--- src/rtl/bcd_count_core_if.sv ---
// rtl/bcd_count_core_if.sv - strobe, trigger and display bundle for bcd_count_core; `down` exists only with DOWN_COUNT_EN
interface bcd_count_core_if #(
  parameter int DIGITS = 6
);
  logic                  inc_clk;
  logic                  ref_clk;
  logic [DIGITS-1:0]     trigger;
`ifdef DOWN_COUNT_EN
  logic                  down;
`endif
  logic [4*DIGITS-1:0]   display_bcd;
  logic                  busy;
  logic                  overflow;

`ifdef DOWN_COUNT_EN
  modport master (output inc_clk, ref_clk, trigger, down, input display_bcd, busy, overflow);
  modport slave  (input inc_clk, ref_clk, trigger, down, output display_bcd, busy, overflow);
`else
  modport master (output inc_clk, ref_clk, trigger, input display_bcd, busy, overflow);
  modport slave  (input inc_clk, ref_clk, trigger, output display_bcd, busy, overflow);
`endif
endinterface

--- src/rtl/bcd_count_core.sv ---
// rtl/bcd_count_core.sv - multi-digit BCD counter with one-digit-per-clock carry ripple and deferred display refresh
// Optional decrement support is enabled by defining DOWN_COUNT_EN.
module bcd_count_core #(
  parameter int DIGITS = 6
) (
  input logic             clk,
  input logic             rst_n,
  bcd_count_core_if.slave bus
);
  localparam int W     = 4 * DIGITS;
  localparam int PTR_W = 3;
  localparam logic [PTR_W-1:0] TOP_PTR = PTR_W'(DIGITS - 1);

  typedef enum logic [1:0] {
    IDLE  = 2'd0,
    STEP  = 2'd1,
    CARRY = 2'd2
  } state_t;

  state_t             state_q, state_d;
  logic [W-1:0]       work_q, work_d;
  logic [W-1:0]       disp_q, disp_d;
  logic [PTR_W-1:0]   ptr_q, ptr_d;
  logic               ovf_q, ovf_d;
  logic               pend_q, pend_d;
`ifdef DOWN_COUNT_EN
  logic               down_q, down_d;
`endif

  logic [PTR_W-1:0]   low_ptr;
  logic [PTR_W+1:0]   base;
  logic [3:0]         digit;
  logic [3:0]         digit_nxt;
  logic               wrap;

  // Lowest set trigger bit selects the decade; an all-zero trigger means units.
  always_comb begin
    low_ptr = '0;
    for (int i = DIGITS - 1; i >= 0; i--) begin
      if (bus.trigger[i]) low_ptr = PTR_W'(i);
    end
  end

  always_comb begin
    base  = {ptr_q, 2'b00};
    digit = work_q[base +: 4];
`ifdef DOWN_COUNT_EN
    if (down_q) begin
      wrap      = (digit == 4'd0);
      digit_nxt = wrap ? 4'd9 : digit - 4'd1;
    end else begin
      wrap      = (digit == 4'd9);
      digit_nxt = wrap ? 4'd0 : digit + 4'd1;
    end
`else
    wrap      = (digit == 4'd9);
    digit_nxt = wrap ? 4'd0 : digit + 4'd1;
`endif
  end

  always_comb begin
    state_d = state_q;
    work_d  = work_q;
    disp_d  = disp_q;
    ptr_d   = ptr_q;
    ovf_d   = ovf_q;
    pend_d  = pend_q;
`ifdef DOWN_COUNT_EN
    down_d  = down_q;
`endif
    case (state_q)
      IDLE: begin
        if (pend_q) begin
          disp_d = work_q;
          pend_d = 1'b0;
        end
        if (bus.inc_clk) begin
          ptr_d   = low_ptr;
          state_d = STEP;
`ifdef DOWN_COUNT_EN
          down_d  = bus.down;
`endif
        end
        // A refresh coinciding with an increment waits so it shows the new value.
        if (bus.ref_clk) begin
          if (bus.inc_clk) pend_d = 1'b1;
          else             disp_d = work_q;
        end
      end
      STEP, CARRY: begin
        work_d[base +: 4] = digit_nxt;
        if (bus.ref_clk) pend_d = 1'b1;
        if (wrap && ptr_q != TOP_PTR) begin
          ptr_d   = ptr_q + 1'b1;
          state_d = CARRY;
        end else begin
          if (wrap) ovf_d = 1'b1;
          state_d = IDLE;
        end
      end
      default: state_d = IDLE;
    endcase
  end

  always_ff @(posedge clk or negedge rst_n) begin
    if (!rst_n) begin
      state_q <= IDLE;
      work_q  <= '0;
      disp_q  <= '0;
      ptr_q   <= '0;
      ovf_q   <= 1'b0;
      pend_q  <= 1'b0;
`ifdef DOWN_COUNT_EN
      down_q  <= 1'b0;
`endif
    end else begin
      state_q <= state_d;
      work_q  <= work_d;
      disp_q  <= disp_d;
      ptr_q   <= ptr_d;
      ovf_q   <= ovf_d;
      pend_q  <= pend_d;
`ifdef DOWN_COUNT_EN
      down_q  <= down_d;
`endif
    end
  end

  assign bus.display_bcd = disp_q;
  assign bus.busy        = (state_q != IDLE);
  assign bus.overflow    = ovf_q;
endmodule

--- src/flat_wrapper.sv ---
// flat-port wrapper written by rule: the top's interface ports become plain ports
module bcd_count_core_flat 
#(
  parameter int DIGITS = 6
)
  (clk, rst_n, bus_inc_clk, bus_ref_clk, bus_trigger, bus_display_bcd, bus_busy, bus_overflow);
  bcd_count_core_if #(.DIGITS(DIGITS)) bus_i ();
  input logic clk;
  input logic rst_n;
  input wire logic [$bits(bus_i.inc_clk)-1:0] bus_inc_clk;
  input wire logic [$bits(bus_i.ref_clk)-1:0] bus_ref_clk;
  input wire logic [$bits(bus_i.trigger)-1:0] bus_trigger;
  output wire logic [$bits(bus_i.display_bcd)-1:0] bus_display_bcd;
  output wire logic [$bits(bus_i.busy)-1:0] bus_busy;
  output wire logic [$bits(bus_i.overflow)-1:0] bus_overflow;
  assign bus_i.inc_clk = bus_inc_clk;
  assign bus_i.ref_clk = bus_ref_clk;
  assign bus_i.trigger = bus_trigger;
  assign bus_display_bcd = bus_i.display_bcd;
  assign bus_busy = bus_i.busy;
  assign bus_overflow = bus_i.overflow;
  bcd_count_core #(.DIGITS(DIGITS)) u_core (.clk(clk), .rst_n(rst_n), .bus(bus_i));
endmodule
--- config.mk ---
export PLATFORM = sky130hd
export DESIGN_NAME = bcd_count_core_flat
export DESIGN_NICKNAME = d
export VERILOG_FILES = /design/src/rtl/bcd_count_core_if.sv /design/src/rtl/bcd_count_core.sv /design/src/flat_wrapper.sv
export SDC_FILE = /design/constraint.sdc
export NUM_CORES = 1
export LEC_CHECK = 0
export ABC_AREA = 1
export CORE_MARGIN = 3
export CORE_UTILIZATION = 55
export DETAILED_ROUTE_END_ITERATION = 7
export PLACE_DENSITY = 0.8
export SYNTH_ARGS = -nofsm -noshare
export SYNTH_HDL_FRONTEND = slang
export SYNTH_SLANG_ARGS = --single-unit
--- constraint.sdc ---
create_clock -name clk -period 2.4 [get_ports clk]
set_input_delay 0.6 -clock clk [delete_from_list [all_inputs] [get_ports clk]]
set_output_delay 0.6 -clock clk [all_outputs]
set_load 0.01 [all_outputs]
==> metrics, run 1 <==
vias in the first global route=approximately 2,200; I/O pin count=36; IO buf count=35; top fanout value on the critical path=5; Distinct cells, synth=33; Core ar.=4790 um^2; Rel. slew slack=0.759; clock buffer depth=2; register area share after synthesis=0.496; leakage power=1.58 nW; Net Switching=just over 0.002 W; Seq pwr share=0.332; Mapped Avg Cell Area=about 8.5 um^2; post-synthesis adder-cell area fraction=0.0361; Die Width=77.0 um; via count=2,242; RSZ-0062 raised after global routing=no; PwrDens=1370 nW/um^2; r2r worst-path depth=8; final cycle utilization of the critical path=0.918; hold buffer count at CTS=0; later-pin clock latency in the skew report=roughly 0.3 ns; RR Startpoint=u_core.ptr_q[1]; # setup viols final=0; post-synthesis mux area share=0.0162; post-CTS resize count=0; DR vias/cell=5.19; max frequency=454 MHz; RR Endpoint=u_core.work_q[8]; P&R area growth vs syn=18.3%; layout cells sized above 1=0.121; die area=about 6000 um^2; Fin. Hold Viols=0; setup_tns=0 ns; largest family of logic cells by synthesized area=simple AND/OR/NAND/NOR gates; CP startpoint kind=flip-flop; Initial Util=0.580; Worst Tran Pin Value=0.358 ns; Antenna Nets Post-Route=0; critical path data required time=1.80 ns; DRC violations left=0; #FFs+latches synth=55; worst vdd ir=0.000724 V; Pint=0.00241 W; CTS tree=built; CP most frequent cell=inv_1; worst path cell trace=inv_1 > ha_1 > inv_1 > clkdlybuf4s50_1; # Post-CTS Setup Buffers=0; GR Overflow Total=0; Max Cap Viol=0; clock skew=0.00557 ns; largest net degree at the start of global routing=56; antenna violations before repair=0; Syn Inst Count=326; CP endpoint kind=output port; Inserted Clock Buffers=5; Synth Area in XOR/XNOR=0.00316; Pwr Total=0.00449 W; total wire length=between 5 and 6 mm; Cell Count, Final, Fillers Out=roughly 430; Simple-Gate Fraction of Synth Area=0.265; Post-synth EDFFs=0; gr usage total=0.210; hpwl dp=4.26 mm; crit-path max cell delay=0.55 ns; 1st-iter DRT viols=roughly 160; Final min period=roughly 2.2 ns; fin nets=382; row cnt=25; internal reg-to-reg setup slack=~0.22 ns; post-synthesis compound-gate area fraction=0.104; first-pass GRT wire length=between 10 and 15 mm; antenna cells=0; Inst Count DP=~420; Root Driver=clkbuf_8; async set-reset flop share out of synthesis=1.00; Final Max Slew Viols=0; synthesized cell area=2770 um^2; Slowest-stage cell, CP=clkdlybuf4s50_1; Clock Power Share=0.111; DR WL/cell=13.2 um; CP Class=reg2out; Worst Hold Class=in2async; Logic pwr share=0.556; Placer Congestion=about 0.86; Post-synth top flop=dfrtp_1; Worst-path clk slew=roughly 0.09 ns; Sink Count=55; H-tree depth=2; Ys Warns=0; die height=77.0 um; outcome=finished clean; Synth Net Count=between 300 and 400; switching share of power=0.462; First-pass DRT Iterations=5; Worst Path Arrival=1.60 ns; Final Core Density=0.686
## power groups by stage
stage	logic, W	clock network (W)	registers, W
final	0.00250	0.000499	0.00149
after global routing	0.00280	0.000540	0.00154
after CTS	0.00249	0.000505	0.00149
after detailed placement	0.00248	0	0.00151
after global placement	0.00243	0	0.00149
after floorplan	0.00166	0	0.00154
## worst max-delay path by stage
stage | depth (start not counted) | slack [ns] | end | from
floorplan | 11 | 0.43 | u_core.work_q[0] | u_core.ptr_q[0]
global placement | 9 | 0.27 | u_core.work_q[0] | u_core.ptr_q[1]
detailed placement | 9 | 0.25 | u_core.work_q[2] | u_core.ptr_q[1]
CTS | 4 | 0.20 | bus_busy | u_core.state_q[0]
global route | 9 | 0.02 | u_core.work_q[2] | u_core.ptr_q[1]
finish | 4 | 0.20 | bus_busy | u_core.state_q[0]
## cells in the final DEF (no fill, tap or decap), drive strengths merged, types with 4 or more instances in the layout
cell type and instances:
buf 4, clkbuf 6, clkdlybuf4s50 34, dfrtp 55
ha 8, inv 47, mux2 4, nand2 107
nand3 19, nor2 17, nor3 4, o21ai 44
## worst max-delay path: cells and delay by family (launching register included)
kind,cells,cell delay [ns]
flops,1,0.36
fa+ha+maj,1,0.21
buf+inv,3,0.73
## Yosys cell counts (all sizes together), types with 3 or more instances
| master | instances | area, um^2 |
|---|---|---|
| buf | 3 | 26.3 |
| clkbuf | 4 | 15.0 |
| dfrtp | 55 | 1380 |
| ha | 8 | 100 |
| inv | 47 | 179 |
| mux2 | 4 | 45.0 |
| nand2 | 107 | 422 |
| nand3 | 19 | 163 |
| nor2 | 17 | 83.8 |
| nor3 | 4 | 30.0 |
| o21ai | 44 | 220 |
## per-layer routing
layer / wire length (um) / vias to the layer above / track usage
met3: 277 / 7 / 0.0329
met1: 2700 / 1056 / 0.291
met5: 0 / - / 0
li1: - / 1106 / -
met2: 2670 / 73 / 0.342
met4: 67 / 0 / 0.0587
## sequential cells by signal, summed over array words and instances, names as in the netlist
register and flops:
u_core.bus.overflow 1, u_core.work_q 24, u_core.ptr_q 3, u_core.pend_q 1
u_core.state_q 2, u_core.bus.display_bcd 24
## stage by stage
| stage | area [um^2] | setup slack, ns | hold WS, ns |
|---|---|---|---|
| 2_1_floorplan | 2770 | 0.425 | 0.304 |
| 3_3_place_gp | 3200 | 0.275 | 0.463 |
| 6_report | 3280 | 0.197 | 0.273 |
| 5_1_grt | 3280 | 0.0247 | 0.286 |
| 4_1_cts | 3280 | 0.197 | 0.284 |
| 3_5_place_dp | 3200 | 0.252 | 0.472 |
## final cells by class
cell class / count / area (um^2)
clock buffer: 6 / 72.6
sequential: 55 / 1380
clock inverter: 2 / 12.5
tap: 67 / 83.8
timing repair buffer: 38 / 380
inverter: 47 / 179
multi-input combinational: 217 / 1180
fill: 402 / 1500
## logic make-up (layout without fill, tap and decap cells)
group | Yosys count | count (layout)
fa+ha+maj | 8 | 8
flops | 55 | 55
mux | 4 | 4
xor+xnor | 1 | 1
compound gates | 52 | 52
buf+inv | 54 | 93
simple gates | 152 | 152
(Power assumes the default switching activity.)
==> inputs of run 2 (changes only) <==
--- a/config.mk
+++ b/config.mk
@@ -6,7 +6,8 @@
 export NUM_CORES = 1
 export LEC_CHECK = 0
 export ABC_AREA = 1
-export CORE_MARGIN = 3
+export CAP_MARGIN = 20
+export CORE_MARGIN = 2
 export CORE_UTILIZATION = 55
 export DETAILED_ROUTE_END_ITERATION = 7
 export PLACE_DENSITY = 0.8
==> run 2 against run 1 <==
Effect of this change: clock power is 24% higher; clock skew grew 0.0054 ns; non-clock buffer count stayed put; total power is 2.2% higher; fmax is 0.79% lower; core utilization up 0.55 points; die area shrank 5.1%; final area is 0.80% higher; clock-buffer cell count stayed put; register-to-register slack about the same; critical endpoint unchanged; largest power group unchanged.
==> metrics, run 2 (synthesis results as in run 1) <==
Root Driver=clkbuf_8 (unchanged); Worst Path Arrival=1.62 ns (was 1.60 ns); vias in the first global route=2,096 (was 2,170); PwrDens=1390 nW/um^2 (was 1370 nW/um^2); Die Width=75.0 um (was 77.0 um); # setup viols final=0 (unchanged); most common cell after layout, fill and taps aside=nand2_1 (unchanged); CTS tree=built (unchanged); largest net degree at the start of global routing=41 (was 56); gr usage total=0.223 (was 0.210); Rel. slew slack=0.595 (was 0.759); CP endpoint kind=output port (unchanged); DR WL/cell=13.0 um (was 13.2 um); final cycle utilization of the critical path=0.925 (was 0.918); RSZ-0062 raised after global routing=no (unchanged); Final Max Slew Viols=0 (unchanged); # Post-CTS Setup Buffers=0 (unchanged); leakage power=1.59 nW (was 1.58 nW); max frequency=450 MHz (was 454 MHz); post-CTS resize count=0 (unchanged); DR vias/cell=5.07 (was 5.19); I/O pin count=36 (unchanged); hold buffer count at CTS=0 (unchanged); layout cells sized above 1=0.121 (unchanged); total wire length=5.61 mm (was 5.71 mm); fin nets=382 (unchanged); 1st-iter DRT viols=155 (was 162); first-pass GRT wire length=9.48 mm (was 10.0 mm); later-pin clock latency in the skew report=0.32 ns (was 0.30 ns); register area=1380 um^2 (unchanged); Final Instance Area=3310 um^2 (was 3280 um^2); CP most frequent cell=inv_1 (unchanged); Core ar.=4790 um^2 (unchanged); DRC violations left=0 (unchanged); worst path cell trace=inv_1 > ha_1 > inv_1 > clkdlybuf4s50_1 (unchanged); Setup Slack @ Placement=0.286 ns (was 0.252 ns); critical path data required time=1.80 ns (about the same); Antenna Nets Post-Route=0 (unchanged); hpwl dp=4.23 mm (was 4.26 mm); Sink Count=55 (unchanged); Worst Tran Pin Value=0.607 ns (was 0.358 ns); Fillers=410 (was 402); Worst Setup Slack, final=0.179 ns (was 0.197 ns); highest-count cells in the layout ignoring fill and taps=nand2_1, dfrtp_1, inv_1 (unchanged); Max Cap Viol=0 (unchanged); setup_tns=0 ns (unchanged); clock skew=0.0110 ns (was 0.00557 ns); worst vdd ir=0.000826 V (was 0.000724 V); antenna cells=0 (unchanged); via count=2,190 (was 2,242); die area=5630 um^2 (was 5930 um^2); Worst Hold Class=in2async (unchanged); First-pass DRT Iterations=4 (was 5); dpl cell area=3200 um^2 (unchanged); Final min period=2.22 ns (was 2.20 ns); top fanout value on the critical path=5 (unchanged); antenna violations before repair=0 (unchanged); H-tree depth=2 (unchanged); footprint of the multi-input gates=1180 um^2 (unchanged); Placer Congestion=0.870 (was 0.863); die height=75.0 um (was 77.0 um); CP Class=reg2out (unchanged); Inserted Clock Buffers=5 (unchanged); crit-path max cell delay=0.56 ns (was 0.55 ns); Slowest-stage cell, CP=clkdlybuf4s50_1 (unchanged); CP startpoint kind=flip-flop (unchanged); GR Overflow Total=0 (unchanged); row cnt=25 (unchanged); outcome=finished clean (unchanged); P&R area growth vs syn=19.3% (was 18.3%); Fin. Hold Viols=0 (unchanged); clock buffer depth=2 (unchanged); Initial Util=0.580 (unchanged); Pwr Total=0.00459 W (was 0.00449 W); Worst-path clk slew=0.10 ns (was 0.09 ns); IO buf count=35 (unchanged)
-- run 2: cell types whose count changed in the layout (fill, tap and decap cells not counted), sizes merged --
cell / delta
bufinv: +1
clkinvlp: -1
inv: +1
clkinv: -1
-- run 2: worst max-delay path, delay by kind of cell, from the launching register on --
kind | cells | cell delay, ns
flops | 1 | 0.36
buf+inv | 3 | 0.75
fa+ha+maj | 1 | 0.21
-- run 2: path summary, 6_finish.rpt --
path,start,end,slack [ns],cells after the start
setup / recovery,u_core.state_q[0],bus_busy,0.18,4
hold / removal,rst_n,u_core.bus.display_bcd[5],0.28,1
setup reg to reg,u_core.ptr_q[1],u_core.work_q[1],0.23,9
hold reg to reg,u_core.bus.display_bcd[14],u_core.bus.display_bcd[14],0.49,2
max in group asynchronous,rst_n,u_core.bus.overflow,1.55,2
min in group clk,u_core.bus.display_bcd[14],u_core.bus.display_bcd[14],0.49,2
-- run 2: layer usage --
metal	part of all wire	global-route usage	up-vias	routed length, um
met4	0.014	0.0794	0	76
met2	0.47	0.363	41	2660
li1	-	-	1110	-
met3	0.034	0.0455	7	190
met1	0.48	0.299	1032	2690
met5	0	0	-	0
-- run 2: area by class of cell --
class / count / share of cell area
flip-flops and latches: 55 / 0.416
multi-input cells: 217 / 0.356
repair buffers: 38 / 0.115
inverters: 47 / 0.0541
well taps: 67 / 0.0253
clock buffers: 6 / 0.0219
clock inverters: 2 / 0.0117
-- run 2: through the flow --
stage | hold WS, ns | instances | util
floorplan | 0.304 | 326 | -
global placement | 0.462 | 424 | 0.668
detailed placement | 0.470 | 424 | 0.668
CTS | 0.306 | 432 | 0.691
global route | 0.326 | 432 | 0.691
finish | 0.283 | 432 | 0.691
-- run 2: report_power, final --
group	switching, W	internal (W)
sequential	0.000220	0.00127
combinational	0.00154	0.000939
clock	0.000306	0.000316
total	0.00206	0.00252
==> RTL edit, RTL diff (settings of run 2) <==
`DIGITS` is set to 6 in 3 places; all go to 7.
--- a/src/rtl/bcd_count_core_if.sv
+++ b/src/rtl/bcd_count_core_if.sv
@@ -2,3 +2,3 @@
 interface bcd_count_core_if #(
-  parameter int DIGITS = 6
+  parameter int DIGITS = 7
 );
--- a/src/rtl/bcd_count_core.sv
+++ b/src/rtl/bcd_count_core.sv
@@ -3,3 +3,3 @@
 module bcd_count_core #(
-  parameter int DIGITS = 6
+  parameter int DIGITS = 7
 ) (
--- a/src/flat_wrapper.sv
+++ b/src/flat_wrapper.sv
@@ -3,3 +3,3 @@
 #(
-  parameter int DIGITS = 6
+  parameter int DIGITS = 7
 )
Interface: changed (resized bus_display_bcd and bus_trigger); port bits go from 36 to 41. No check against the original RTL was run, so the function may have changed too.
==> RTL edit against run 2 <==
Count of clock-buffer cells in the layout grew 7; sequential cell count is 8 higher; synthesized area increased by 20%; utilization is 0.40 points lower; total power up 30%; via count is 14% higher; first-iteration DRC count down 11%; wire length increased by 19%; critical endpoint unchanged; sequential share of layout area is 2.6 points lower; global-route usage grew 1.4 points; cell area increased by 22%; setup slack lost 0.034 ns.
==> RTL edit: results <==
[outcome]
outcome = completed

[synthesis]
ys_types = 37
ys_seq_area_frac = 0.473
syn_nets = 377
avgSynthCellArea_um2 = 9.31

[power]
vdd_drop_max_v = 0.000870
p_leak_nw = 1.96
swShare = 0.432

[global_route]
groute.usage.overall = 0.237
grt_start_max_net_pins = 64
grt_pass1_vias = 2475

[clock_tree]
cts-buffers-inserted = 9
cts-htree-levels = 3
path_clk_slew_ns = 0.07

[placed_design]
finalWeightedCongestion = 0.821
portBuffers = 40
place_ws_ns = 0.343
dpl.hpwl_mm = 5.01
dp_cells = 472

[critical_path]
cp.arrival_ns = 1.65
worstPathMaxFanout = 6

[cells_and_area]
stdcell_count = 488
drive_gt1_frac = 0.218
nNetsFinal = 427

[routing]
drt_iter0_markers = 138

[sta]
finClkSkew_ns = 0.00577
[RTL edit: final timing paths]
check	startpoint	to	slack, ns	depth (start not counted)
worst max register to register	u_core.ptr_q[0]	u_core.work_q[24]	0.28	8
min in group clk	u_core.bus.overflow	u_core.bus.overflow	0.47	2
max in group asynchronous	rst_n	u_core.ptr_q[0]	1.88	2
worst min-delay path	rst_n	u_core.bus.display_bcd[2]	0.26	2
worst max-delay path	u_core.state_q[1]	bus_busy	0.15	4
worst min register to register	u_core.bus.overflow	u_core.bus.overflow	0.47	2
[RTL edit: power groups by stage]
stage | clock [mW] | sequential [mW] | combinational (mW)
after floorplan | 0 | 1.76 | 2.26
after CTS | 1.05 | 1.76 | 3.20
after global placement | 0 | 1.75 | 3.10
final | 1.05 | 1.76 | 3.18
after detailed placement | 0 | 1.77 | 3.18
after global routing | 1.11 | 1.81 | 3.54
[RTL edit: layout make-up]
type | count | area [um2] | share of cell area
Clock buffer | 13 | 159 | 0.0393
Clock inverter | 3 | 65.1 | 0.0161
Tap cell | 75 | 93.8 | 0.0232
Sequential cell | 63 | 1580 | 0.390
Timing Repair Buffer | 49 | 488 | 0.121
Multi-Input combinational cell | 238 | 1470 | 0.364
Inverter | 47 | 189 | 0.0467
[RTL edit: cells by family (layout without fill, tap and decap cells)]
group                    count (synthesis)  after routing  synth area share
buffers and inverters                   57            112            0.0845
XOR/XNOR                                 2              2           0.00751
adder cells (fa/ha/maj)                  8              8            0.0300
flip-flops                              63             63             0.473
multiplexers                            14             14            0.0473
AND/OR/NAND/NOR                        165            165             0.272
AO/OA/AOI/OAI                           49             49            0.0856
[RTL edit: layer usage]
layer  vias up  part of all wire  global-route usage  wire length, um
li1       1236                 -                   -                -
met1      1182              0.46               0.323             3060
met2        76              0.47               0.376             3120
met3        10             0.060              0.0571              397
met4         0             0.015              0.0750               99
met5         -                 0                   0                0
[RTL edit: critical path: cells and delay by family (launching register included)]
kind | cells | cell delay [ns]
buffers and inverters | 3 | 0.74
adder cells (fa/ha/maj) | 1 | 0.19
flip-flops | 1 | 0.38
[RTL edit: through the flow]
step	hold slack, ns	cell area (um2)	total power [mW]	utilization
after detailed placement	0.461	3820	4.95	0.649
after CTS	0.270	4050	6.01	0.687
after global placement	0.460	3820	4.86	0.649
final	0.264	4050	5.98	0.687
after global routing	0.292	4050	6.45	0.687
after floorplan	0.304	3330	4.02	-
